$ cat config.mk
export PLATFORM = sky130hd
export DESIGN_NAME = btn_event_uart_reporter
export DESIGN_NICKNAME = d
export VERILOG_FILES = /design/src/rtl/btn_uart_pkg.sv /design/src/rtl/uart_tx_byte.sv /design/src/rtl/btn_event_uart_reporter.sv
export SDC_FILE = /design/constraint.sdc
export NUM_CORES = 1
export LEC_CHECK = 0
export CAP_MARGIN = 40
export CORE_MARGIN = 3
export CORE_UTILIZATION = 64
export DETAILED_ROUTE_END_ITERATION = 6
export MAX_ROUTING_LAYER = met4
export PLACE_DENSITY = 0.93
export SKIP_CTS_REPAIR_TIMING = 1
export SLEW_MARGIN = 10
export SYNTH_ARGS = -nofsm -noshare
export SYNTH_HDL_FRONTEND = slang
export SYNTH_SLANG_ARGS = --single-unit
$ cat constraint.sdc
create_clock -name i_clk -period 3.8 [get_ports i_clk]
set_input_delay 0.57 -clock i_clk [delete_from_list [all_inputs] [get_ports i_clk]]
set_output_delay 0.57 -clock i_clk [all_outputs]
set_load 0.01 [all_outputs]
$ cat src/rtl/btn_uart_pkg.sv
// Shared types and constants for the button-event UART reporter.
// RELEASE_REPORT_EN compiles in the RELEASE message constant.
package btn_uart_pkg;

    typedef enum logic {
        EV_PRESS   = 1'b0,
        EV_RELEASE = 1'b1
    } ev_code_e;

    typedef enum logic [1:0] {
        ST_IDLE,
        ST_SEND,
        ST_WAIT
    } ctl_state_e;

    typedef enum logic [1:0] {
        TX_IDLE,
        TX_LOAD,
        TX_ACTIVE
    } tx_state_e;

    localparam logic [7:0] CH_P  = 8'h50;
`ifdef RELEASE_REPORT_EN
    localparam logic [7:0] CH_R  = 8'h52;
`endif
    localparam logic [7:0] CH_CR = 8'h0D;
    localparam logic [7:0] CH_LF = 8'h0A;

    localparam int unsigned MSG_LEN = 3;

endpackage

$ cat src/rtl/uart_tx_byte.sv
// 8N1 byte serializer, LSB first, idle high; one load cycle precedes the start bit.
module uart_tx_byte
    import btn_uart_pkg::*;
#(
    parameter int unsigned CLKS_PER_BIT = 2604
) (
    input  logic       i_clk,
    input  logic       i_rst,
    input  logic       i_valid,
    input  logic [7:0] i_data,
    output logic       o_ready,
    output logic       o_done,
    output logic       o_tx
);

    localparam int unsigned    CNT_W    = $clog2(CLKS_PER_BIT);
    localparam logic [CNT_W-1:0] CNT_LAST = CNT_W'(CLKS_PER_BIT - 1);
    localparam logic [3:0]     BIT_STOP = 4'd9;
    localparam logic [3:0]     BIT_D7   = 4'd8;

    tx_state_e        state_q, state_d;
    logic [CNT_W-1:0] cnt_q, cnt_d;
    logic [3:0]       bit_q, bit_d;
    logic [7:0]       sh_q, sh_d;
    logic             tx_q, tx_d;

    always_ff @(posedge i_clk) begin
        if (i_rst) begin
            state_q <= TX_IDLE;
            cnt_q   <= '0;
            bit_q   <= '0;
            sh_q    <= '0;
            tx_q    <= 1'b1;
        end else begin
            state_q <= state_d;
            cnt_q   <= cnt_d;
            bit_q   <= bit_d;
            sh_q    <= sh_d;
            tx_q    <= tx_d;
        end
    end

    // tx_q is registered, so the value loaded here is the bit shown for the
    // next CLKS_PER_BIT clocks; bit_q names the bit currently on the line.
    always_comb begin
        state_d = state_q;
        cnt_d   = cnt_q;
        bit_d   = bit_q;
        sh_d    = sh_q;
        tx_d    = tx_q;
        o_ready = (state_q == TX_IDLE);
        o_done  = 1'b0;
        case (state_q)
            TX_IDLE: begin
                if (i_valid) begin
                    sh_d    = i_data;
                    state_d = TX_LOAD;
                end
            end
            TX_LOAD: begin
                tx_d    = 1'b0;
                cnt_d   = '0;
                bit_d   = '0;
                state_d = TX_ACTIVE;
            end
            TX_ACTIVE: begin
                if (cnt_q == CNT_LAST) begin
                    cnt_d = '0;
                    bit_d = bit_q + 4'd1;
                    if (bit_q == BIT_STOP) begin
                        o_done  = 1'b1;
                        tx_d    = 1'b1;
                        state_d = TX_IDLE;
                    end else if (bit_q == BIT_D7) begin
                        tx_d = 1'b1;
                    end else begin
                        tx_d = sh_q[0];
                        sh_d = {1'b0, sh_q[7:1]};
                    end
                end else begin
                    cnt_d = cnt_q + CNT_W'(1);
                end
            end
            default: state_d = TX_IDLE;
        endcase
    end

    assign o_tx = tx_q;

endmodule

$ cat src/rtl/btn_event_uart_reporter.sv
// Button edge detector, event queue and message sequencer driving uart_tx_byte.
// Define RELEASE_REPORT_EN to also report falling edges as "R\r\n".
module btn_event_uart_reporter
    import btn_uart_pkg::*;
#(
    parameter int unsigned CLKS_PER_BIT = 2604,
    parameter int unsigned QUEUE_DEPTH  = 4
) (
    input  logic       i_clk,
    input  logic       i_rst,
    input  logic       i_clean_switch,
    output logic       o_uart_tx,
    output logic       o_busy,
    output logic       o_overflow,
    output logic [7:0] o_event_count
);

    localparam int unsigned      PTR_W    = $clog2(QUEUE_DEPTH);
    localparam logic [PTR_W:0]   FULL_LVL = (PTR_W + 1)'(QUEUE_DEPTH);
    localparam logic [PTR_W:0]   LVL_ONE  = (PTR_W + 1)'(1);
    localparam logic [1:0]       LAST_IDX = 2'(MSG_LEN - 1);

    logic           prev_sw_q;
    logic           ev_valid;
    logic           full;
    logic           push_ok;
    logic           ovf_set;
    logic           pop;
    logic [PTR_W:0] lvl_q, lvl_d;
    logic [7:0]     evcnt_q;
    logic           ovf_q;

    ctl_state_e     state_q, state_d;
    logic [1:0]     idx_q, idx_d;
    logic           tx_valid;
    logic           tx_ready;
    logic           tx_done;
    logic [7:0]     tx_byte;
    logic [7:0]     first_byte;

`ifdef RELEASE_REPORT_EN
    ev_code_e         ev_code;
    ev_code_e         mem_q [QUEUE_DEPTH];
    logic [PTR_W-1:0] wptr_q, rptr_q;
    ev_code_e         code_q;

    always_comb begin
        ev_valid = i_clean_switch ^ prev_sw_q;
        ev_code  = i_clean_switch ? EV_PRESS : EV_RELEASE;
    end

    always_ff @(posedge i_clk) begin
        if (push_ok) begin
            mem_q[wptr_q] <= ev_code;
        end
    end

    always_ff @(posedge i_clk) begin
        if (i_rst) begin
            wptr_q <= '0;
            rptr_q <= '0;
            code_q <= EV_PRESS;
        end else begin
            if (push_ok) begin
                wptr_q <= wptr_q + PTR_W'(1);
            end
            if (pop) begin
                rptr_q <= rptr_q + PTR_W'(1);
                code_q <= mem_q[rptr_q];
            end
        end
    end

    assign first_byte = (code_q == EV_RELEASE) ? CH_R : CH_P;
`else
    // Every queued event is a press, so the queue reduces to an occupancy count.
    assign ev_valid   = i_clean_switch & ~prev_sw_q;
    assign first_byte = CH_P;
`endif

    // A pop in the same cycle frees the slot, so a push into a full queue still lands.
    always_comb begin
        full    = (lvl_q == FULL_LVL);
        push_ok = ev_valid & (~full | pop);
        ovf_set = ev_valid & full & ~pop;
        lvl_d   = lvl_q;
        case ({push_ok, pop})
            2'b10:   lvl_d = lvl_q + LVL_ONE;
            2'b01:   lvl_d = lvl_q - LVL_ONE;
            default: lvl_d = lvl_q;
        endcase
    end

    always_comb begin
        state_d  = state_q;
        idx_d    = idx_q;
        pop      = 1'b0;
        tx_valid = 1'b0;
        case (state_q)
            ST_IDLE: begin
                if (lvl_q != '0) begin
                    pop     = 1'b1;
                    idx_d   = '0;
                    state_d = ST_SEND;
                end
            end
            ST_SEND: begin
                tx_valid = 1'b1;
                if (tx_ready) begin
                    state_d = ST_WAIT;
                end
            end
            ST_WAIT: begin
                if (tx_done) begin
                    if (idx_q == LAST_IDX) begin
                        state_d = ST_IDLE;
                    end else begin
                        idx_d   = idx_q + 2'd1;
                        state_d = ST_SEND;
                    end
                end
            end
            default: state_d = ST_IDLE;
        endcase
    end

    always_comb begin
        case (idx_q)
            2'd0:    tx_byte = first_byte;
            2'd1:    tx_byte = CH_CR;
            default: tx_byte = CH_LF;
        endcase
    end

    always_ff @(posedge i_clk) begin
        if (i_rst) begin
            prev_sw_q <= 1'b0;
            lvl_q     <= '0;
            evcnt_q   <= '0;
            ovf_q     <= 1'b0;
            state_q   <= ST_IDLE;
            idx_q     <= '0;
        end else begin
            prev_sw_q <= i_clean_switch;
            lvl_q     <= lvl_d;
            state_q   <= state_d;
            idx_q     <= idx_d;
            if (push_ok) begin
                evcnt_q <= evcnt_q + 8'd1;
            end
            if (ovf_set) begin
                ovf_q <= 1'b1;
            end
        end
    end

    uart_tx_byte #(
        .CLKS_PER_BIT(CLKS_PER_BIT)
    ) u_tx (
        .i_clk  (i_clk),
        .i_rst  (i_rst),
        .i_valid(tx_valid),
        .i_data (tx_byte),
        .o_ready(tx_ready),
        .o_done (tx_done),
        .o_tx   (o_uart_tx)
    );

    assign o_busy        = (state_q != ST_IDLE) | (lvl_q != '0);
    assign o_overflow    = ovf_q;
    assign o_event_count = evcnt_q;

endmodule

# --- After elaboration in Yosys (flattened, before gate mapping) ---
# Index checks and enable logic that the tools add are counted.
totals:
  reg_bits: 44
  latch_bits: 0
  mem_bits_rw: 0
  romBits: 0
  output_inout_bits: 11
  word_cells: 95
  memories: 0
op_classes:
  n_addsub: 6
  mul: 0
  div: 0
  n_lt_le_gt_ge: 0
  eq_ne: 21
  n_shift: 0
  muxes: 34
  n_bitwise: 9
  reduce_logical: 14
op_table:
  columns: ["op", "count"]
  rows:
  - ["$mux 8", 4]
  - ["$pmux 12 s2", 1]
  - ["$mux 2", 9]
  - ["$pmux 8 s2", 1]
  - ["$ne 2x2->1 const B", 7]
  - ["$pmux 7 s2", 1]
  - ["$add 12x1->12 const B", 1]
  - ["$eq 12x12->1 const B", 1]
  - ["$mux 12", 1]
  - ["$pmux 2 s3", 2]
  - ["$mux 1", 10]
  - ["$reduce_bool 2->1", 5]
  - ["$add 8x1->8 const B", 1]
  - ["$eq 2x1->1 const B", 4]
  - ["$eq 2x2->1 const B", 4]
  - ["$eq 4x4->1 const B", 2]
  - ["$pmux 4 s2", 1]
  - ["$logic_not 2->1", 3]
  - ["$pmux 3 s2", 1]
  - ["$reduce_and 3->1", 2]
  - ["$reduce_and 5->1", 1]
  - ["$add 4x1->4 const B", 1]
  - ["$and 1x1->1", 4]
  - ["$mux 4", 1]
  - ["12 further kinds", 16]

# --- Longest topological paths before layout ---
# Gate-level depths: netlist of run 1.
logic_depth:
  word_depth: 7
  depth_mapped: 9
  ltp_nobuf: 8

# --- Cells and area by module ---
# From an unflattened synthesis of run 1, not the netlist that was laid out.
unflattened:
  hier_cells: 262
  area_unflattened_um2: 2339.7
modules_own_cells:
  columns: ["mod", "n_inst", "cells_each", "area_each_um2", "seq_area_each_um2"]
  rows:
  - ["uart_tx_byte", 1, 155, 1383.8, 540.5]
  - ["btn_event_uart_reporter", 1, 107, 955.9, 340.3]

# --- Worst setup path before layout of run 1 ---
# Ideal clock, no wire load.
synth_timing:
  kind: "flip-flop to flip-flop"
  from: "register lvl_q[0]"
  to: "register lvl_q[2]"
  arrival_time_ns: 2.309
  setup_slack_ns: 1.420
  path_stages_with_launch: 10
  period_less_slack_ns: 2.380
  path_cell_list: "dfxtp_1 or3b_1 clkbuf_1 o21ai_2 ha_1 inv_1 fa_1 xor2_1 or3_1 a21oi_1"
synth_via:
  elab_chain_len: 7
synth_lines:
  columns: ["item", "line", "text"]
  rows:
  - ["from (decl)", "btn_event_uart_reporter.sv:29", "logic [PTR_W:0] lvl_q, lvl_d;"]
  - ["from (signal assigned)", "btn_event_uart_reporter.sv:145", "lvl_q <= lvl_d;"]
  - ["$reduce_bool 3->1", "btn_event_uart_reporter.sv:101", "if (lvl_q != '0) begin"]
  - ["$mux 1", "btn_event_uart_reporter.sv:101", null]
  - ["$mux 1", "btn_event_uart_reporter.sv:99", "case (state_q)"]
  - ["$or 1x1->1", "btn_event_uart_reporter.sv:84", "push_ok = ev_valid & (~full | pop);"]
  - ["$and 1x1->1", "btn_event_uart_reporter.sv:84", null]
  - ["$eq 2x1->1 / $eq 2x2->1 (equally long branches)", "btn_event_uart_reporter.sv:87", "case ({push_ok, pop})"]
  - ["$pmux 3 s2 / $reduce_bool 2->1 (equally long branches)", null, null]
# Parallel ways exist; a longest one is shown, timed or not.
# A chain may end at the register's enable or synchronous reset.

# --- Final worst setup path of run 1 ---
layout_timing:
  from: "register lvl_q[2]"
  to: "register lvl_q[2]"
# Same word-level chain as after synthesis.

==> results of run 1 <==
## power by group through the flow
| stage | registers [mW] | clock network [mW] | logic (mW) |
|---|---|---|---|
| global route | 0.567 | 0.340 | 0.478 |
| detailed placement | 0.566 | 0 | 0.413 |
| global placement | 0.563 | 0 | 0.402 |
| CTS | 0.557 | 0.318 | 0.419 |
| floorplan | 0.547 | 0 | 0.337 |
| finish | 0.558 | 0.312 | 0.421 |
## path summary, 6_finish.rpt
check | from | endpoint | slack, ps | cells past startpoint
min reg2reg | u_tx.o_tx | u_tx.o_tx | 490 | 1
max | lvl_q[2] | lvl_q[2] | 1220 | 8
min | u_tx.o_tx | u_tx.o_tx | 490 | 1
max reg2reg | lvl_q[2] | lvl_q[2] | 1220 | 8
## critical path, delay by kind of cell (launching register included)
kind                       cells  cell delay [ps]
and+or+nand+nor                2              770
adders and majority gates      2              620
AOI/OAI and AO/OA              2              510
DFF                            1              380
xor gates and xnor gates       1              160
buffers and inverters          1               60
## metrics by stage
step / area (um2) / total power [mW] / cells
after global routing: 2670 / 1.38 / 334
after global placement: 2570 / 0.965 / 326
after detailed placement: 2570 / 0.979 / 326
after CTS: 2670 / 1.29 / 334
final: 2670 / 1.29 / 334
after floorplan: 2440 / 0.884 / 278
## cell usage in the layout, fill, tap and decap left out, types with 5 or more instances in the layout
cell type,instances
a21oi_1,21
clkbuf_8,6
clkdlybuf4s50_1,13
dfxtp_1,43
ha_1,13
inv_1,12
nand2_1,19
nand3_1,9
nand3b_1,5
nand4_1,6
nor2_1,26
nor3_1,6
o21ai_0,7
o31ai_1,5
xnor2_1,6
xor2_1,8
## logic make-up after synthesis
logic type / Yosys count / synth area share, %
AO/OA/AOI/OAI: 67 / 19.9
XOR/XNOR: 14 / 5.03
AND/OR/NAND/NOR: 107 / 24.4
multiplexers: 7 / 3.08
buffers and inverters: 26 / 4.82
adder cells (fa/ha/maj): 14 / 7.49
flip-flops: 43 / 35.3
## Yosys cell counts, types with 4 or more instances
| master | count |
|---|---|
| a22o_1 | 4 |
| a21oi_1 | 21 |
| o31ai_1 | 5 |
| xor2_1 | 8 |
| or3_1 | 4 |
| nor2_1 | 26 |
| a21o_1 | 4 |
| nand3_1 | 9 |
| nand3b_1 | 5 |
| nand4_1 | 6 |
| clkbuf_1 | 6 |
| nor3b_1 | 4 |
| xnor2_1 | 6 |
| nor2b_1 | 4 |
| dfxtp_1 | 43 |
| nand2_1 | 19 |
| nand2b_1 | 4 |
| mux2_2 | 4 |
| nor3_1 | 6 |
| inv_1 | 12 |
| ha_1 | 13 |
| o21ai_0 | 7 |
## area by class of cell
cell class / count / area, um2 / area share, %
clock buffers: 6 / 82.6 / 3.10
clock inverters: 2 / 16.3 / 0.610
inverters: 14 / 52.6 / 1.97
multi-input cells: 209 / 1460 / 54.7
flip-flops and latches: 43 / 861 / 32.3
well taps: 46 / 57.6 / 2.16
repair buffers: 14 / 138 / 5.16
## layer usage
layer	up-vias	routed length (um)	global-route usage [%]
li1	1034	-	-
met1	979	2320	32.3
met2	39	2380	40.6
met3	9	178	3.99
met4	0	83	8.86
met5	-	0	-
## state kept, by name, indices dropped and copies added, names as in the netlist
signal and count:
o_overflow 1, lvl_q 3, prev_sw_q 1, state_q 2
u_tx.cnt_q 12, idx_q 2, u_tx.sh_q 7, u_tx.state_q 2
o_event_count 8, u_tx.bit_q 4, u_tx.o_tx 1
==> flow_summary.json, run 1 <==
{
  "cts_buffers": 5,
  "vdd_drop_max_mv": 0.363,
  "ant_nets": 0,
  "wirelength_um": 4960,
  "drc": 0,
  "crit_type": "reg -> reg",
  "grt_overflow": 0,
  "cts.path.max_buffers": 2,
  "antenna_found_initial": 0,
  "netSwitchingPower_mw": 0.453,
  "drt_iter0_markers": 160,
  "p_per_area_nw_per_um2": 484,
  "slew_headroom_pct": 53.8,
  "synth_nets": 295,
  "switching_share_pct": 35.1,
  "end_kind": "flop",
  "maxCapViolations": 0,
  "clock_power_share_pct": 24.2,
  "grt_start_max_net_pins": 30,
  "clk_latency_ps": 310,
  "cp_cell_sequence": "or3b_1 -> o21ai_2 -> ha_1 -> inv_1 -> fa_1 -> xor2_1 -> or3_1 -> a21oi_1",
  "finish.net_count": 304,
  "tns_ps": 0,
  "routedWlPerCell_um": 14.8,
  "io_pins": 14,
  "startpoint_type": "flop",
  "fin_worst_skew_ps": 7.92,
  "cts_tree": "done",
  "ys_async_sr_fraction_pct": 0,
  "status": "complete, no violations",
  "slew_viol_final": 0,
  "vias_per_cell": 6.17,
  "period_share_pct": 67.8,
  "grt_pass1_vias": 1900,
  "synth-edff-count": 0,
  "drive_above_1_share_pct": 7.64,
  "ys_ff_latch": 43,
  "p_leak_nw": 0.901,
  "p_seq_share_pct": 43.2,
  "avgSynthCellArea_um2": 8.77,
  "crit_required_ps": 4040,
  "via_count": 2061,
  "synth_ff_type": "dfxtp_1",
  "rsz0062_at_grt": "false",
  "yosysSeqAreaShare_pct": 35.3,
  "n_fill_cell": 254,
  "layout_setup_ws_ps": 1220,
  "cp.arrival_ps": 2820,
  "yosys-top-cells-area": "dfxtp_1 (35%), ha_1 (6.7%), a21oi_1 (4.3%), nor2_1 (4.0%), nand2_1 (2.9%)",
  "postLayoutCoreUtil_pct": 76.3,
  "root_buffer": "clkbuf_8",
  "h-tree-depth": 2,
  "yosysWarnings": 0,
  "dp_hpwl_um": 3490,
  "grt_pass1_wl_um": 8610,
  "port_buffers": 13,
  "fp.dieW_um": 67.7,
  "setup_viol": 0,
  "yosysUniqueCellTypes": 60,
  "diodes": 0,
  "min_path_type": "reg -> reg",
  "syn_to_final_growth_pct": 9.39,
  "dr.pass1.iters": 4,
  "cts.sinks": 43,
  "worst_pin_slew_ps": 693,
  "cts.reportedPaths.clkPinSlew_ps": 80,
  "post-route-min-period_ps": 2580,
  "die_h_um": 67.7,
  "synthesis.area_um2": 2440,
  "p_comb_share_pct": 32.6,
  "dieArea_um2": 4590,
  "pre_cts_ws_ps": 1100,
  "whs_ps": 494,
  "max_freq_mhz": 388,
  "cpPeakStageDelay_ps": 470,
  "syn_inst": 278,
  "gp_congestion": 0.831,
  "rows": 21,
  "internal-power_mw": 0.838,
  "netlist.area_leader.share_pct": 35.3,
  "grt_use_total_pct": 25.3,
  "start_util_pct": 69.8,
  "coreArea_um2": 3490,
  "yosysTopAreaCell": "dfxtp_1",
  "crit_fanout": 9,
  "crit_slowest_cell": "or3b_1",
  "final_hold_viol_count": 0
}
(Power assumes the default switching activity.)
==> run 2, diff against run 1 <==
Settings changed: CORE_UTILIZATION 64 to 53, PLACE_DENSITY 0.93 to 0.83.
Clock period 3.8 ns to 2.15 ns, I/O delays scaled along.
==> flow_summary.json, run 2 (synthesis gave the netlist of run 1 again) <==
{
  "status": "complete, no violations",
  "die_h_um": 73.8,
  "rsz0062_at_grt": "false",
  "maxCapViolations": 0,
  "dieArea_um2": 5450,
  "cts.path.max_buffers": 2,
  "cts_buffers": 5,
  "vdd_drop_max_mv": 0.469,
  "post-route-min-period_ps": 2100,
  "r2r_start": "lvl_q[1]",
  "port_buffers": 13,
  "grt_pass1_vias": 1950,
  "drc": 0,
  "fp.dieW_um": 73.8,
  "grt_pass1_wl_um": 8800,
  "cp.arrival_ps": 2320,
  "dp_hpwl_um": 3740,
  "finish.net_count": 322,
  "largest_reg_flops": 12,
  "worst_pin_slew_ps": 563,
  "end_kind": "flop",
  "slew_headroom_pct": 62.1,
  "slew_viol_final": 0,
  "wirelength_um": 5210,
  "cp-startpoint": "lvl_q[1]",
  "final_hold_viol_count": 0,
  "dr.pass1.iters": 4,
  "coreArea_um2": 4380,
  "gp_congestion": 0.843,
  "setup_viol": 0,
  "final_common_cell": "dfxtp_1",
  "start_util_pct": 55.6,
  "antenna_found_initial": 0,
  "root_buffer": "clkbuf_8",
  "power_mw": 2.61,
  "crit_type": "reg -> reg",
  "grt_use_total_pct": 20.8,
  "grt_overflow": 0,
  "cts_tree": "done",
  "startpoint_type": "flop",
  "clk_latency_ps": 290,
  "n_fill_cell": 354,
  "syn_to_final_growth_pct": 18.0,
  "layout_common_cells": "dfxtp_1 (41), nor2_1 (26), a21oi_1 (21)",
  "h-tree-depth": 2,
  "via_count": 2112,
  "period_share_pct": 97.6,
  "max_freq_mhz": 477,
  "drive_above_1_share_pct": 15.0,
  "p_leak_nw": 1.01,
  "routedWlPerCell_um": 14.5,
  "grt_start_max_net_pins": 14,
  "drt_iter0_markers": 158,
  "io_pins": 14,
  "crit_fanout": 2,
  "fin_worst_skew_ps": 8.05,
  "diodes": 0,
  "crit_required_ps": 2370,
  "min_path_type": "reg -> reg",
  "cts.reportedPaths.clkPinSlew_ps": 80,
  "vias_per_cell": 5.90,
  "p_per_area_nw_per_um2": 908,
  "whs_ps": 488,
  "cts.sinks": 43,
  "largest_register": "u_tx.cnt_q",
  "worstHoldStart": "o_event_count[7]",
  "ant_nets": 0,
  "rows": 24
}
==> run 2: metrics by stage <==
step,setup TNS (ps),cell area [um2],std cells,utilization (%),worst slack (ps)
6_report,0,2880,358,65.6,51.7
5_1_grt,0,2880,358,65.6,8.41
4_1_cts,-6.09,2870,358,65.4,-6.09
3_5_place_dp,-38.8,2740,350,62.4,-38.8
3_3_place_gp,0,2740,350,62.4,6.26
2_1_floorplan,-110,2470,278,-,-110
==> run 2: power by group <==
group	internal, mW	switching [mW]	leakage, nW
clock network	0.464	0.278	0.0654
logic	0.433	0.474	0.599
registers	0.889	0.0748	0.350
==> run 2: metal layers <==
metal	wire [um]	GRT usage (%)	part of all wire (%)	up-vias
li1	-	-	-	1063
met1	2530	27.5	49	999
met2	2420	31.7	47	44
met3	183	4.24	3.5	6
met4	65	6.84	1.2	0
met5	0	-	0	-
==> run 2: cell type report <==
class | instances | area (um2) | area share (%)
clock buffer | 6 | 72.6 | 2.52
tap | 52 | 65.1 | 2.26
inverter | 14 | 52.6 | 1.83
timing repair buffer | 32 | 273 | 9.48
sequential | 43 | 863 | 30.0
clock inverter | 2 | 60.1 | 2.09
multi-input combinational | 209 | 1490 | 51.8
==> run 2: path summary, 6_finish.rpt <==
path	depth (start not counted)	slack [ps]	to
worst min register to register	2	490	o_event_count[7]
worst max register to register	8	50	lvl_q[2]
worst min-delay path	2	490	o_event_count[7]
worst max-delay path	8	50	lvl_q[2]
==> run 2: worst max-delay path: stages (launching register included) <==
cell	delay, ps
dfxtp_2	320
or3b_4	410
o21ai_4	170
ha_4	160
inv_2	40
fa_2	350
xor2_1	150
or3_1	310
a21oi_1	120
